[config.mk]
export PLATFORM = sky130hd
export DESIGN_NAME = pixel_clip_fifo
export DESIGN_NICKNAME = d
export VERILOG_FILES = /design/src/rtl/vga_pkg.sv /design/src/rtl/sync_fifo.sv /design/src/rtl/pixel_clip_fifo.sv
export SDC_FILE = /design/constraint.sdc
export NUM_CORES = 1
export LEC_CHECK = 0
export BUFFER_PORTS_ARGS = -buffer_cell sky130_fd_sc_hd__clkbuf_2
export CAP_MARGIN = 5
export CORE_MARGIN = 4
export CORE_UTILIZATION = 60
export DETAILED_ROUTE_END_ITERATION = 6
export PLACE_DENSITY = 0.78
export SKIP_LAST_GASP = 1
export SYNTH_ARGS = -nofsm -noshare
export SYNTH_HDL_FRONTEND = slang
export SYNTH_HIERARCHICAL = 1
export SYNTH_SLANG_ARGS = --single-unit
[constraint.sdc]
create_clock -name clk -period 6.3 [get_ports clk]
set_clock_uncertainty 0.15 [all_clocks]
set_input_delay 0.315 -clock clk [delete_from_list [all_inputs] [get_ports clk]]
set_output_delay 0.315 -clock clk [all_outputs]
set_load 0.01 [all_outputs]
[src/rtl/vga_pkg.sv]
// Shared screen geometry, pixel record and clip-stage state encoding.
package vga_pkg;
    localparam logic [7:0] SCREEN_W = 8'd160;
    localparam logic [6:0] SCREEN_H = 7'd120;

    typedef struct packed {
        logic [7:0] x;
        logic [6:0] y;
        logic [2:0] colour;
    } pixel_t;

    typedef enum logic [1:0] {IDLE, STREAM, DRAIN, DONE} clip_state_t;

    function automatic logic in_screen(input pixel_t p);
        return (p.x < SCREEN_W) && (p.y < SCREEN_H);
    endfunction
endpackage

[src/rtl/sync_fifo.sv]
// First-word-fall-through FIFO; head output holds the last popped word while empty.
module sync_fifo #(
    parameter int WIDTH = 18,
    parameter int DEPTH = 16
) (
    input  logic             clk,
    input  logic             rst,
    input  logic             push,
    input  logic             pop,
    input  logic [WIDTH-1:0] din,
    output logic [WIDTH-1:0] dout,
    output logic             full,
    output logic             empty
);
    localparam int AW = $clog2(DEPTH);

    logic [WIDTH-1:0] mem [DEPTH];
    logic [AW:0]      wr_ptr, rd_ptr;
    logic [WIDTH-1:0] last;
    logic             do_push, do_pop;

    assign empty   = (wr_ptr == rd_ptr);
    assign full    = (wr_ptr[AW] != rd_ptr[AW]) && (wr_ptr[AW-1:0] == rd_ptr[AW-1:0]);
    assign do_pop  = pop && !empty;
    // A pop frees the slot in the same cycle, so full does not block a paired push.
    assign do_push = push && (!full || do_pop);
    assign dout    = empty ? last : mem[rd_ptr[AW-1:0]];

    always_ff @(posedge clk or posedge rst) begin
        if (rst) begin
            wr_ptr <= '0;
            rd_ptr <= '0;
            last   <= '0;
        end else begin
            if (do_push) wr_ptr <= wr_ptr + 1'b1;
            if (do_pop) begin
                rd_ptr <= rd_ptr + 1'b1;
                last   <= mem[rd_ptr[AW-1:0]];
            end
        end
    end

    always_ff @(posedge clk) begin
        if (do_push) mem[wr_ptr[AW-1:0]] <= din;
    end
endmodule

[src/rtl/pixel_clip_fifo.sv]
// Clips engine pixels to the screen, buffers survivors, drains under out_ready.
// Optional PIXEL_DEDUP_EN drops a pixel identical to the previously pushed one.
module pixel_clip_fifo
    import vga_pkg::*;
#(
    parameter int DEPTH = 16,
    parameter int CNT_W = 16
) (
    input  logic             clk,
    input  logic             rst,
    input  logic             start,
    input  logic [7:0]       in_x,
    input  logic [6:0]       in_y,
    input  logic [2:0]       in_colour,
    input  logic             in_plot,
    input  logic             in_done,
    input  logic             out_ready,
    output logic [7:0]       vga_x,
    output logic [6:0]       vga_y,
    output logic [2:0]       vga_colour,
    output logic             vga_plot,
    output logic             done,
    output logic             overflow,
    output logic [CNT_W-1:0] plot_count,
    output logic [CNT_W-1:0] drop_count
);
    clip_state_t state;
    pixel_t      pix, head;
    logic        full, empty, pop, push, cand, active, dup, entry;

    assign pix      = '{x: in_x, y: in_y, colour: in_colour};
    assign active   = (state == STREAM) && in_plot;
    assign entry    = (state == IDLE) && start;
    assign cand     = active && in_screen(pix) && !dup;
    assign pop      = vga_plot && out_ready;
    assign push     = cand && (!full || pop);
    assign vga_plot = !empty;
    assign vga_x      = head.x;
    assign vga_y      = head.y;
    assign vga_colour = head.colour;

`ifdef PIXEL_DEDUP_EN
    pixel_t hist;
    logic   hist_vld;

    assign dup = hist_vld && (hist == pix);

    always_ff @(posedge clk or posedge rst) begin
        if (rst) begin
            hist     <= '0;
            hist_vld <= 1'b0;
        end else if (entry) begin
            hist_vld <= 1'b0;
        end else if (push) begin
            hist     <= pix;
            hist_vld <= 1'b1;
        end
    end
`else
    assign dup = 1'b0;
`endif

    sync_fifo #(.WIDTH($bits(pixel_t)), .DEPTH(DEPTH)) u_fifo (
        .clk   (clk),
        .rst   (rst),
        .push  (push),
        .pop   (out_ready),
        .din   (pix),
        .dout  (head),
        .full  (full),
        .empty (empty)
    );

    always_ff @(posedge clk or posedge rst) begin
        if (rst) begin
            state <= IDLE;
            done  <= 1'b0;
        end else begin
            case (state)
                IDLE:   if (start) state <= STREAM;
                STREAM: if (in_done) state <= DRAIN;
                DRAIN:  if (empty) begin
                    state <= DONE;
                    done  <= 1'b1;
                end
                DONE:   if (!start) begin
                    state <= IDLE;
                    done  <= 1'b0;
                end
                default: state <= IDLE;
            endcase
        end
    end

    // Statistics restart with each stream and saturate instead of wrapping.
    always_ff @(posedge clk or posedge rst) begin
        if (rst) begin
            plot_count <= '0;
            drop_count <= '0;
            overflow   <= 1'b0;
        end else if (entry) begin
            plot_count <= '0;
            drop_count <= '0;
            overflow   <= 1'b0;
        end else begin
            if (pop && plot_count != '1) plot_count <= plot_count + 1'b1;
            if (active && !push && drop_count != '1) drop_count <= drop_count + 1'b1;
            if (cand && !push) overflow <= 1'b1;
        end
    end
endmodule

# After elaboration in Yosys (flattened, before gate mapping)

Memory sizes are Yosys's and may differ from the RTL's.
Index checks and enable logic that the tools add are counted.

Bits in registers: 64
Bits in writable memories: 288
Input bits: 24
Output and inout bits: 53
Word-level logic and storage cells: 67
Memories: 1

Add/sub/neg operators: 4
Order comparisons: 2
Eq/ne operators: 12
Multiplexer cells: 17
Reductions and logical operators: 23

Memory list:

| name       | depth | width | read ports | clocked after Yosys merged registers in | wr ports | line            | RTL |
|---|---|---|---|---|---|---|---|
| u_fifo.mem | 16    | 18    | 1          | 0                                       | 1        | sync_fifo.sv:17 | `logic [WIDTH-1:0] mem [DEPTH];` |

Operators by type and width:

| cell                                                                  | number |
|---|---|
| 16-bit two-way mux                                                    | 4 |
| 16-bit by 1-bit adder with 16-bit output, second input constant       | 2 |
| 16-bit != test, second input constant                                 | 2 |
| 18-bit two-way mux                                                    | 1 |
| 1-bit logical AND                                                     | 12 |
| 5-bit by 1-bit adder with 5-bit output, second input constant         | 2 |
| 8-bit < comparator, second input constant                             | 1 |
| 2-bit two-way mux                                                     | 4 |
| 2-bit one-hot mux with 4 select lines                                 | 1 |
| 2-bit nonzero test                                                    | 4 |
| 7-bit < comparator, second input constant                             | 1 |
| 1-bit two-way mux                                                     | 6 |
| 2-bit != test, second input constant                                  | 3 |
| 5-bit equality test                                                   | 1 |
| 2-bit equality test, second input constant                            | 2 |
| 4-bit equality test                                                   | 1 |
| 4-bit AND reduction                                                   | 1 |
| 1-bit logical NOT                                                     | 3 |
| 3-bit AND reduction                                                   | 1 |
| 2-bit by 1-bit equality test with 1-bit output, second input constant | 1 |
| 2-bit logical NOT                                                     | 1 |
| 2-bit by 1-bit != test with 1-bit output, second input constant       | 1 |
| 1-bit one-hot mux with 2 select lines                                 | 1 |
| 1-bit logical OR                                                      | 1 |
| 1-bit != test                                                         | 1 |

# Longest topological paths before layout

Gate-level depths: netlist of the first run.

Word-level depth: 10
Depth in mapped cells: 14
Mapped depth without buffers: 11

# By module

Netlist of the first run, hierarchy kept.

Modules (own cells, without submodules):

| module          | instances | cells an instance | area each (sq um) | sequential area each (sq um) |
|---|---|---|---|---|
| sync_fifo       | 1         | 616               | 12544.5           | 9349.0 |
| pixel_clip_fifo | 1         | 220               | 2053.2            | 900.9 |

# Least setup slack after synthesis of the first run

No wires, ideal clock.

Path type: register to register
Start: register u_fifo.rd_ptr[0]
End: memory u_fifo.mem[3][0] (enable)
Data arrival time: 3.458 ns
Data required time: 5.734 ns
Slack: 2.276 ns
Stages on the path, launching flop included: 13
Cells stage by stage: dfrtp_1 clkbuf_1 xnor2_1 nand4_1 or2_1 buf_2 buf_2 inv_1 nor2b_1 o2111ai_4 inv_1 o311ai_1 nor3_1

Word-level cells in the longest chain between the ends: 8

Ends and longest elaborated chain:

| what                                    | line                  | RTL |
|---|---|---|
| from (decl)                             | sync_fifo.sv:18       | `logic [AW:0] wr_ptr, rd_ptr;` |
| from (signal assigned)                  | sync_fifo.sv:37       | `rd_ptr <= rd_ptr + 1'b1;` |
| 5-bit equality test                     | sync_fifo.sv:22       | `assign empty = (wr_ptr == rd_ptr);` |
| named net empty                         | pixel_clip_fifo.sv:29 | `logic full, empty, pop, push, cand, active, dup, entry;` |
| 1-bit logical NOT                       | pixel_clip_fifo.sv:37 | `assign vga_plot = !empty;` |
| 1-bit logical AND                       | pixel_clip_fifo.sv:35 | `assign pop = vga_plot && out_ready;` |
| 1-bit logical OR                        | pixel_clip_fifo.sv:36 | `assign push = cand && (!full \|\| pop);` |
| 1-bit logical AND                       | pixel_clip_fifo.sv:36 |  |
| named net push                          | pixel_clip_fifo.sv:29 |  |
| 1-bit logical AND                       | sync_fifo.sv:26       | `assign do_push = push && (!full \|\| do_pop);` |
| 1-bit two-way mux                       | sync_fifo.sv:44       | `if (do_push) mem[wr_ptr[AW-1:0]] <= din;` |
| 1-bit two-way mux (not written as such) | sync_fifo.sv:44       |  |
| to (decl)                               | sync_fifo.sv:17       |  |

The timed path passes the listed nets, and every way through them passes these cells.

# Final worst setup path of the first run

Start: register u_fifo.rd_ptr[2]
End: memory u_fifo.mem[10][14] (enable)

The elaborated chain is that of the path after synthesis.

==> results of run 1 <==
-- path summary, 6_finish.rpt --
path,from,to,slack [ns],cells after the start
worst max-delay path,u_fifo/rd_ptr[2],u_fifo/mem[10][14],2.21,9
worst min-delay path,in_done,state[0],0.11,4
worst max register to register,u_fifo/rd_ptr[2],u_fifo/mem[10][14],2.21,9
worst min register to register,u_fifo/last[12],u_fifo/last[12],0.35,1
max in group asynchronous,rst,drop_count[12],5.14,4
min in group asynchronous,rst,plot_count[2],0.17,3
-- routing by layer --
layer | GRT usage | up-vias | share of wire
met5 | 0 | - | 0
met4 | 0.0538 | 0 | 0.019
met3 | 0.0434 | 58 | 0.074
met2 | 0.392 | 357 | 0.49
met1 | 0.352 | 4144 | 0.42
li1 | - | 3497 | -
-- final cells by class --
class,instances,area (µm²),share of cell area
clock buffer,49,992,0.0599
timing repair buffer,92,505,0.0305
tap,319,399,0.0241
multi-input combinational,426,4070,0.246
inverter,16,60.1,0.00363
clock inverter,16,265,0.0160
sequential,352,10300,0.620
-- metrics by stage --
stage / hold slack (ns) / power (mW) / worst slack, ns
after global routing: 0.140 / 7.61 / 1.86
after floorplan: 0.230 / 4.45 / 2.28
after global placement: 0.131 / 5.03 / 2.36
final: 0.115 / 7.29 / 2.21
after CTS: 0.0970 / 7.34 / 2.19
after detailed placement: 0.124 / 5.07 / 2.22
-- registers in the layout (all words and copies together), names as in the netlist --
name and flops:
u_fifo/rd_ptr 5, plot_count 16, state 2, done 1, u_fifo/wr_ptr 5, u_fifo/last 18, overflow 1, u_fifo/mem 288
drop_count 16
-- worst min-delay path: stages --
cell	delay [ns]
clkbuf_2	0.08
inv_1	0.04
a221o_1	0.19
a21oi_1	0.09
-- cells in the mapped netlist (16+ instances only) --
cell      number  share of area
mux2_2        75          0.058
nand2_1       18         0.0046
buf_2         20         0.0069
xnor2_1       19          0.011
nand3_1       16         0.0055
o21ai_0       31          0.011
nor2_1        30         0.0077
mux2i_1       19          0.013
mux4_2        54          0.083
edfxtp_1     288           0.59
a21oi_1       20         0.0069
dfrtp_1       64           0.11
o22ai_1       36          0.015
-- where the power goes --
group	switching [mW]	total [mW]	leakage (nW)	internal [mW]
Combinational	1.17	2.15	1.80	0.976
Clock	0.857	2.25	0.616	1.40
Sequential	0.196	2.89	3.41	2.69
-- placed cells by master, fill, tap and decap left out, types with 4 or more instances in the layout --
master | synthesis | final
nor2_2 | 0 | 11
nor3_1 | 11 | 7
nand2b_1 | 4 | 4
o31ai_1 | 6 | 6
clkinv_2 | 0 | 7
mux2_2 | 75 | 75
nand2_1 | 18 | 18
o211ai_1 | 4 | 4
nor2_1 | 30 | 19
xor2_1 | 6 | 6
clkbuf_16 | 0 | 38
edfxtp_1 | 288 | 288
bufinv_16 | 0 | 7
and3_1 | 9 | 9
inv_1 | 15 | 15
buf_4 | 1 | 14
o22ai_1 | 36 | 36
nand4_1 | 7 | 7
clkbuf_1 | 12 | 11
ha_1 | 12 | 12
mux2i_1 | 19 | 19
nand3_1 | 16 | 16
xnor2_1 | 19 | 19
a21oi_1 | 20 | 20
nor3_2 | 0 | 4
dfrtp_1 | 64 | 62
or3_1 | 11 | 11
or4_1 | 4 | 4
clkbuf_2 | 0 | 76
mux4_2 | 54 | 54
o21ai_0 | 31 | 30
o311ai_1 | 4 | 4
-- cell families (layout without fill, tap and decap cells) --
| kind of cell | after synthesis | count (layout) |
|---|---|---|
| and+or+nand+nor | 128 | 128 |
| muxes | 148 | 148 |
| AOI/OAI and AO/OA | 113 | 113 |
| buffers and inverters | 58 | 173 |
| xor gates and xnor gates | 25 | 25 |
| adders and majority gates | 12 | 12 |
| DFF | 352 | 352 |
==> results.txt, run 1 <==
clk sink count - 352
initial core utilization - 0.616
number of placement rows - 56
clock-pin slew on the worst setup and hold paths - 0.06 ns
number of global-route vias before repair - 8,038
static power due to leakage - 5.83 nW
xor and xnor area share after synthesis - 0.0150
Netlist cell types - 53
Setup Total Neg Slack - 0 ns
max_cap viols - 0
Async SR Flop Fraction - 0.182
Achievable Freq - 0.244 GHz
Final Cell Area - 16,600 µm²
post-route insts no fill - 1,270
Root Buffer - clkbuf_16
Die Y-Extent - 164 µm
WP buf/inv - 2
clock tree from TritonCTS - done
clock buffer count from CTS - 36
run status - finished clean
worst setup path class - flip-flop to flip-flop
Tightest Pin Transition - 1.26 ns
drc violations - 0
initial antenna violation count - 0
remaining antenna violation count - 0
area of the core - 23,700 µm²
weighted congestion at the end of routability-driven global placement - 0.837
drt first-iter violations - 832
synthesized net count - 872
startpoint types - flip-flop
cells along the critical path - xnor2_1, nand4_1, or2_1, inv_1, nor2b_1, o2111ai_4, inv_1, o311ai_1, nor2_2
kind of end point of the critical path - flip-flop
post-synthesis cell area - 14,600 µm²
largest net degree at the start of global routing - 56
wire length of the first global-routing pass - 48.3 mm
Detail Placement HPWL - 19.4 mm
part of the cycle the worst path needs - 0.649
power per cell area - 440 nW/µm²
count of inserted antenna diode cells - 0
H-tree depth reported by CTS - 2
overall die area - 26,900 µm²
boundary pin count - 77
complex-gate fraction of the synthesized area - 0.0489
Top Family by Delay on Critical Path - simple AND/OR/NAND/NOR gates
count of input and output buffers - 76
post_cts resized - 0
Synth Warn # - 6
die outline width - 164 µm
syn avg cell area - 17.5 µm²
Routed Wire Length - 32.1 mm
Worst Path Max Fanout - 40
final hold violations - 0
number of setup violations in the final report - 0
Max-Slew Margin vs Limit - 0.160
synthesized-area fraction occupied by and/or/nand/nor cells - 0.0472
Avg Vias per Cell - 6.34
Largest stage delay, worst path - 1.02 ns
post-layout min period - 4.09 ns
number of flops mapped to enable cells by yosys - 288
Cell Area, Placed - 15,300 µm²
hold buffer count at cts - 2
# nets final - 960
final count of pins violating max slew - 0
layout overhead on the synthesized area - 13.4%
GR Overflow Total - 0
layout cell share with drive strength beyond 1 - 0.312
vias post-DR - 8,056
Max Root-Sink Buffers - 3
Post-CTS Repair Setup Buffers - 0
post-route core utilization - 0.699
register area share after synthesis - 0.702
master of the slowest instance on the critical path - nor2_2
#FFs+latches synth - 352
arrival time worst endpoint - 4.05 ns
share of cell area taken by muxes after synthesis - 0.154
Required @ worst endpoint - 6.26 ns
CP dominant cell by count - inv_1
later-pin clock latency in the skew report - 0.52 ns
worst vdd ir - 0.000325 V
unrepaired setup endpoints after global routing - false
number of iterations in the first detailed-routing pass - 5
most instantiated flip-flop cell in the synthesis netlist - edfxtp_1
worst hold-check path type - primary input to flip-flop
Filler Cells Inserted - 1,522
number of instances in the synthesized netlist - 836
global-route usage over all layers - 0.242
main combinational cell family by area after synthesis - multiplexers
placed cell count - 1,203
adder and majority cell fraction of the synthesized area - 0.0103
routed wire length per instance - 25.3 µm
(Power assumes the default switching activity.)
==> inputs of run 2 (changes only) <==
- clock period: 6.3 -> 3.9 ns (I/O delays scaled with it)
==> results.txt, run 2 (same netlist as run 1, synthesis figures left out) <==
overall die area - 26,900 µm² (unchanged)
drt first-iter violations - 807 (was 832)
WL met1 - 13.2 mm (was 13.3 mm)
worst vdd ir - 0.000542 V (was 0.000325 V)
Required @ worst endpoint - 3.56 ns (was 6.26 ns)
drc violations - 0 (unchanged)
Worst Path Max Fanout - 24 (was 40)
remaining antenna violation count - 0 (unchanged)
Max Root-Sink Buffers - 3 (unchanged)
clk sink count - 352 (unchanged)
wire length of the first global-routing pass - 49.9 mm (was 48.3 mm)
most frequent cells in the layout - edfxtp_1, clkbuf_2, mux2_2 (unchanged)
number of global-route vias before repair - 8,446 (was 8,038)
die outline width - 164 µm (unchanged)
Achievable Freq - 0.289 GHz
largest net degree at the start of global routing - 60 (was 56)
startpoint types - flip-flop (unchanged)
worst hold-check path type - primary input to flip-flop (unchanged)
Setup Total Neg Slack - 0 ns (unchanged)
arrival time worst endpoint - 3.12 ns (was 4.05 ns)
count of inserted antenna diode cells - 0 (unchanged)
source of the worst register-to-register timing path - u_fifo/wr_ptr[3] (was u_fifo/rd_ptr[2])
post-route insts no fill - 1,312 (was 1,270)
Post-CTS Repair Setup Buffers - 0 (unchanged)
clock tree from TritonCTS - done (unchanged)
Die Y-Extent - 164 µm (unchanged)
clock buffer count from CTS - 36 (unchanged)
sink of the worst hold path - u_fifo/mem[11][12] (was state[0])
power per cell area - 686 nW/µm² (was 440 nW/µm²)
Post-Place Worst Slack - 0.620 ns (was 2.22 ns)
post_cts resized - 0 (unchanged)
routed wire length per instance - 24.7 µm (was 25.3 µm)
final hold violations - 0 (unchanged)
H-tree depth reported by CTS - 2 (unchanged)
hold buffer count at cts - 15 (was 2)
boundary pin count - 77 (unchanged)
# nets final - 1,001 (was 960)
final count of pins violating max slew - 0 (unchanged)
placed cell count - 1,231 (was 1,203)
part of the cycle the worst path needs - 0.888
number of iterations in the first detailed-routing pass - 5 (unchanged)
Tightest Pin Transition - 1.04 ns (was 1.26 ns)
post-layout min period - 3.46 ns
kind of end point of the critical path - primary output (was flip-flop)
end of the worst register-to-register path - u_fifo/mem[2][3] (was u_fifo/mem[10][14])
initial antenna violation count - 0 (unchanged)
layout overhead on the synthesized area - 15.5% (was 13.4%)
clock-pin slew on the worst setup and hold paths - 0.06 ns (about the same)
number of setup violations in the final report - 0 (unchanged)
startpoint of the worst hold path - in_x[2] (was in_done)
Detail Route met2 WL - 16.3 mm (was 15.8 mm)
amount of wire on met3 after detailed routing - 2.11 mm (was 2.36 mm)
most frequent standard cell in the layout excluding fill and tap cells - edfxtp_1 (unchanged)
final worst slack - 0.436 ns (was 2.21 ns)
run status - finished clean (unchanged)
r2r setup slk - 0.59 ns (was 2.21 ns)
area of the core - 23,700 µm² (unchanged)
Avg Vias per Cell - 6.30 (was 6.34)
flip-flop count of the largest register, all copies and words added - 288 (unchanged)
GR Overflow Total - 0 (unchanged)
unrepaired setup endpoints after global routing - false (unchanged)
count of input and output buffers - 76 (unchanged)
Root Buffer - clkbuf_16 (unchanged)
top metal layer carrying routed signals - met4 (unchanged)
worst setup path class - flip-flop to primary output (was flip-flop to flip-flop)
vias post-DR - 8,260 (was 8,056)
static power due to leakage - 5.98 nW (was 5.83 nW)
Cell Area, Placed - 15,500 µm² (was 15,300 µm²)
Routed Wire Length - 32.4 mm (was 32.1 mm)
Final Cell Area - 16,900 µm² (was 16,600 µm²)
Detail Placement HPWL - 19.5 mm (was 19.4 mm)
post-route core utilization - 0.712 (was 0.699)
weighted congestion at the end of routability-driven global placement - 0.825 (was 0.837)
initial core utilization - 0.616 (unchanged)
global-route usage over all layers - 0.249 (was 0.242)
Max-Slew Margin vs Limit - 0.299 (was 0.160)
layout cell share with drive strength beyond 1 - 0.322 (was 0.312)
later-pin clock latency in the skew report - 0.52 ns (about the same)
number of placement rows - 56 (unchanged)
max_cap viols - 0 (unchanged)
hold path depth - 1 (was 4)
final-layout worst hold slack - 0.0106 ns (was 0.115 ns)
FF-to-FF path depth - 10 (was 9)
overall power of the completed layout - 11.6 mW (was 7.29 mW)
## run 2: final cells by class
cell class                 instances  area (µm²)
tap                              319         399
fill                            1511        6820
clock buffer                      51         988
multi-input combinational        426        4090
sequential                       352       10300
inverter                          16        60.1
clock inverter                    15         179
timing repair buffer             133         896
## run 2: worst max-delay path by stage
stage                     startpoint                to  slack (ns)
floorplan           u_fifo/wr_ptr[3]  u_fifo/mem[1][0]        -0.1
global placement    u_fifo/wr_ptr[3]  u_fifo/mem[2][3]        0.71
detailed placement  u_fifo/wr_ptr[3]  u_fifo/mem[2][3]        0.62
CTS                 u_fifo/rd_ptr[0]          vga_y[4]        0.39
global route        u_fifo/rd_ptr[0]          vga_y[4]        0.28
finish              u_fifo/rd_ptr[0]          vga_y[4]        0.44
## run 2: worst max-delay path: stages, from the launching register on
cell and delay [ns]:
dfrtp_1 0.36, buf_4 0.44, clkinv_1 0.72, o22ai_1 0.45, o22ai_1 0.18, mux2_2 0.31
clkbuf_2 0.13
## run 2: layer usage
metal	vias up	track usage
met2	334	0.404
li1	3583	-
met1	4284	0.354
met4	0	0.0827
met3	59	0.0386
met5	-	0
## run 2: report_power, final
group / switching [mW] / total, mW / internal (mW)
sequential: 0.219 / 4.57 / 4.35
combinational: 1.94 / 3.59 / 1.65
clock: 1.37 / 3.41 / 2.04
total: 3.53 / 11.6 / 8.04
==> inputs of run 3 (changes only) <==
- CORE_ASPECT_RATIO: unset -> 1.4
==> results.txt, run 3 (same netlist as run 1, synthesis figures left out) <==
overall power of the completed layout - 11.3 mW (was 11.6 mW)
final hold violations - 0 (unchanged)
Worst Path Max Fanout - 57 (was 24)
Detail Placement HPWL - 20.0 mm (was 19.5 mm)
GR peak layer - met2 (unchanged)
clk sink count - 352 (unchanged)
# nets final - 999 (was 1,001)
global-route usage over all layers - 0.237 (was 0.249)
worst hold-check path type - primary input to flip-flop (unchanged)
Max Root-Sink Buffers - 3 (unchanged)
wire length of the first global-routing pass - 48.2 mm (was 49.9 mm)
drt first-iter violations - 557 (was 807)
flip-flop count of the largest register, all copies and words added - 288 (unchanged)
post-layout min period - 3.52 ns (was 3.46 ns)
cells along the critical path - buf_4, mux4_2, mux2i_1, o22ai_1, mux2_2, clkbuf_2 (was buf_4, clkinv_1, o22ai_1, o22ai_1, mux2_2, clkbuf_2)
arrival time worst endpoint - 3.18 ns (was 3.12 ns)
final count of pins violating max slew - 0 (unchanged)
run status - finished clean (unchanged)
number of placement rows - 67 (was 56)
Levels on crit path - 6 (unchanged)
number of iterations in the first detailed-routing pass - 5 (unchanged)
met3 global-route usage - 0.0273 (was 0.0386)
post-route core utilization - 0.699 (was 0.712)
Post-CTS Repair Setup Buffers - 0 (unchanged)
startpoint types - flip-flop (unchanged)
worst setup path class - flip-flop to primary output (unchanged)
later-pin clock latency in the skew report - 0.56 ns (was 0.52 ns)
power per cell area - 674 nW/µm² (was 686 nW/µm²)
clock tree from TritonCTS - done (unchanged)
Tightest Pin Transition - 1.09 ns (was 1.04 ns)
drc violations - 0 (unchanged)
master of the slowest instance on the critical path - buf_4 (was clkinv_1)
Top Family by Delay on Critical Path - multiplexers (was buffers and inverters)
final-layout worst hold slack - 0.0338 ns (was 0.0106 ns)
most frequent cells in the layout - edfxtp_1, clkbuf_2, mux2_2 (unchanged)
max_cap viols - 0 (unchanged)
count of inserted antenna diode cells - 0 (unchanged)
count of input and output buffers - 76 (unchanged)
weighted congestion at the end of routability-driven global placement - 0.889 (was 0.825)
Routed Wire Length - 31.5 mm (was 32.4 mm)
hold path depth - 3 (was 1)
post_cts resized - 0 (unchanged)
initial antenna violation count - 0 (unchanged)
part of the cycle the worst path needs - 0.903 (was 0.888)
Die Y-Extent - 193 µm (was 164 µm)
most frequent standard cell in the layout excluding fill and tap cells - edfxtp_1 (unchanged)
largest net degree at the start of global routing - 60 (unchanged)
worst vdd ir - 0.000555 V (was 0.000542 V)
clock-pin slew on the worst setup and hold paths - 0.06 ns (about the same)
FF-to-FF path depth - 9 (was 10)
vias post-DR - 8,022 (was 8,260)
WP buf/inv - 2 (was 3)
Required @ worst endpoint - 3.56 ns (about the same)
initial core utilization - 0.609 (was 0.616)
Cell Area, Placed - 15,500 µm² (about the same)
fraction of met2 tracks used by global routing - 0.433 (was 0.404)
number of setup violations in the final report - 0 (unchanged)
overall die area - 26,900 µm² (about the same)
number of global-route vias before repair - 8,219 (was 8,446)
layout cell share with drive strength beyond 1 - 0.322 (about the same)
GR Overflow Total - 0 (unchanged)
die outline width - 140 µm (was 164 µm)
Filler Cells Inserted - 1,546 (was 1,511)
routed wire length per instance - 24.2 µm (was 24.7 µm)
unrepaired setup endpoints after global routing - false (unchanged)
boundary pin count - 77 (unchanged)
Avg Vias per Cell - 6.18 (was 6.30)
Setup Total Neg Slack - 0 ns (unchanged)
static power due to leakage - 5.92 nW (was 5.98 nW)
met1 routing resource usage after global routing - 0.283 (was 0.354)
remaining antenna violation count - 0 (unchanged)
layout overhead on the synthesized area - 14.9% (was 15.5%)
H-tree depth reported by CTS - 1 (was 2)
Largest stage delay, worst path - 0.66 ns (was 0.72 ns)
kind of end point of the critical path - primary output (unchanged)
area of the core - 24,000 µm² (was 23,700 µm²)
Final Cell Area - 16,800 µm² (was 16,900 µm²)
clock buffer count from CTS - 31 (was 36)
Achievable Freq - 0.284 GHz (was 0.289 GHz)
Max-Slew Margin vs Limit - 0.264 (was 0.299)
Root Buffer - clkbuf_16 (unchanged)
-- run 3: cell count changes in the layout (fill, tap and decap cells not counted), moves of 2 or more --
cell,before,now
clkbuf_1,13,3
buf_12,4,6
dlygate4sd3_1,15,21
clkbuf_16,37,31
buf_4,38,33
clkinv_2,3,8
clkinvlp_4,1,4
-- run 3: through the flow --
stage          setup WS (ns)  instances
2_1_floorplan        -0.0975        836
3_3_place_gp           0.756       1219
3_5_place_dp           0.585       1219
4_1_cts                0.341       1298
5_1_grt                0.290       1298
6_report               0.379       1298
-- run 3: worst reg2reg max path, delay by kind of cell (launching register included) --
family | cells | cell delay, ns
simple gates | 3 | 1.09
flops | 1 | 0.42
buf+inv | 3 | 0.54
xor+xnor | 1 | 0.36
compound gates | 2 | 0.52
-- run 3: timing repair --
item	4_1_cts	5_1_grt
hold buffers	21	0
setup endpoints to repair	0	0
endpoints found under the hold margin	314	0
-- run 3: metal layers --
layer  share of wire  wire length (µm)
met5               0                 0
met4           0.049              1550
met3           0.050              1580
met2            0.55             17200
met1            0.35             11200
-- run 3: final cells by class --
type | instances | area (µm²) | area share
Sequential cell | 352 | 10300 | 0.612
Multi-Input combinational cell | 426 | 4090 | 0.244
Timing Repair Buffer | 136 | 958 | 0.0572
Clock buffer | 34 | 787 | 0.0469
Tap cell | 310 | 388 | 0.0231
Clock inverter | 24 | 230 | 0.0137
Inverter | 16 | 60.1 | 0.00358
-- run 3: path summary, 6_finish.rpt --
kind	from	endpoint	slack, ns
setup / recovery	u_fifo/rd_ptr[2]	vga_y[1]	0.38
hold / removal	out_ready	u_fifo/rd_ptr[4]	0.03
setup reg to reg	u_fifo/rd_ptr[4]	u_fifo/mem[12][12]	0.52
hold reg to reg	u_fifo/last[7]	u_fifo/last[7]	0.35
max in group asynchronous	rst	u_fifo/rd_ptr[1]	2.73
min in group asynchronous	rst	u_fifo/last[2]	0.15
-- run 3: where the power goes --
group	switching (mW)	total, mW	internal [mW]
combinational	2.07	3.73	1.67
clock	1.32	3.04	1.72
sequential	0.177	4.53	4.35
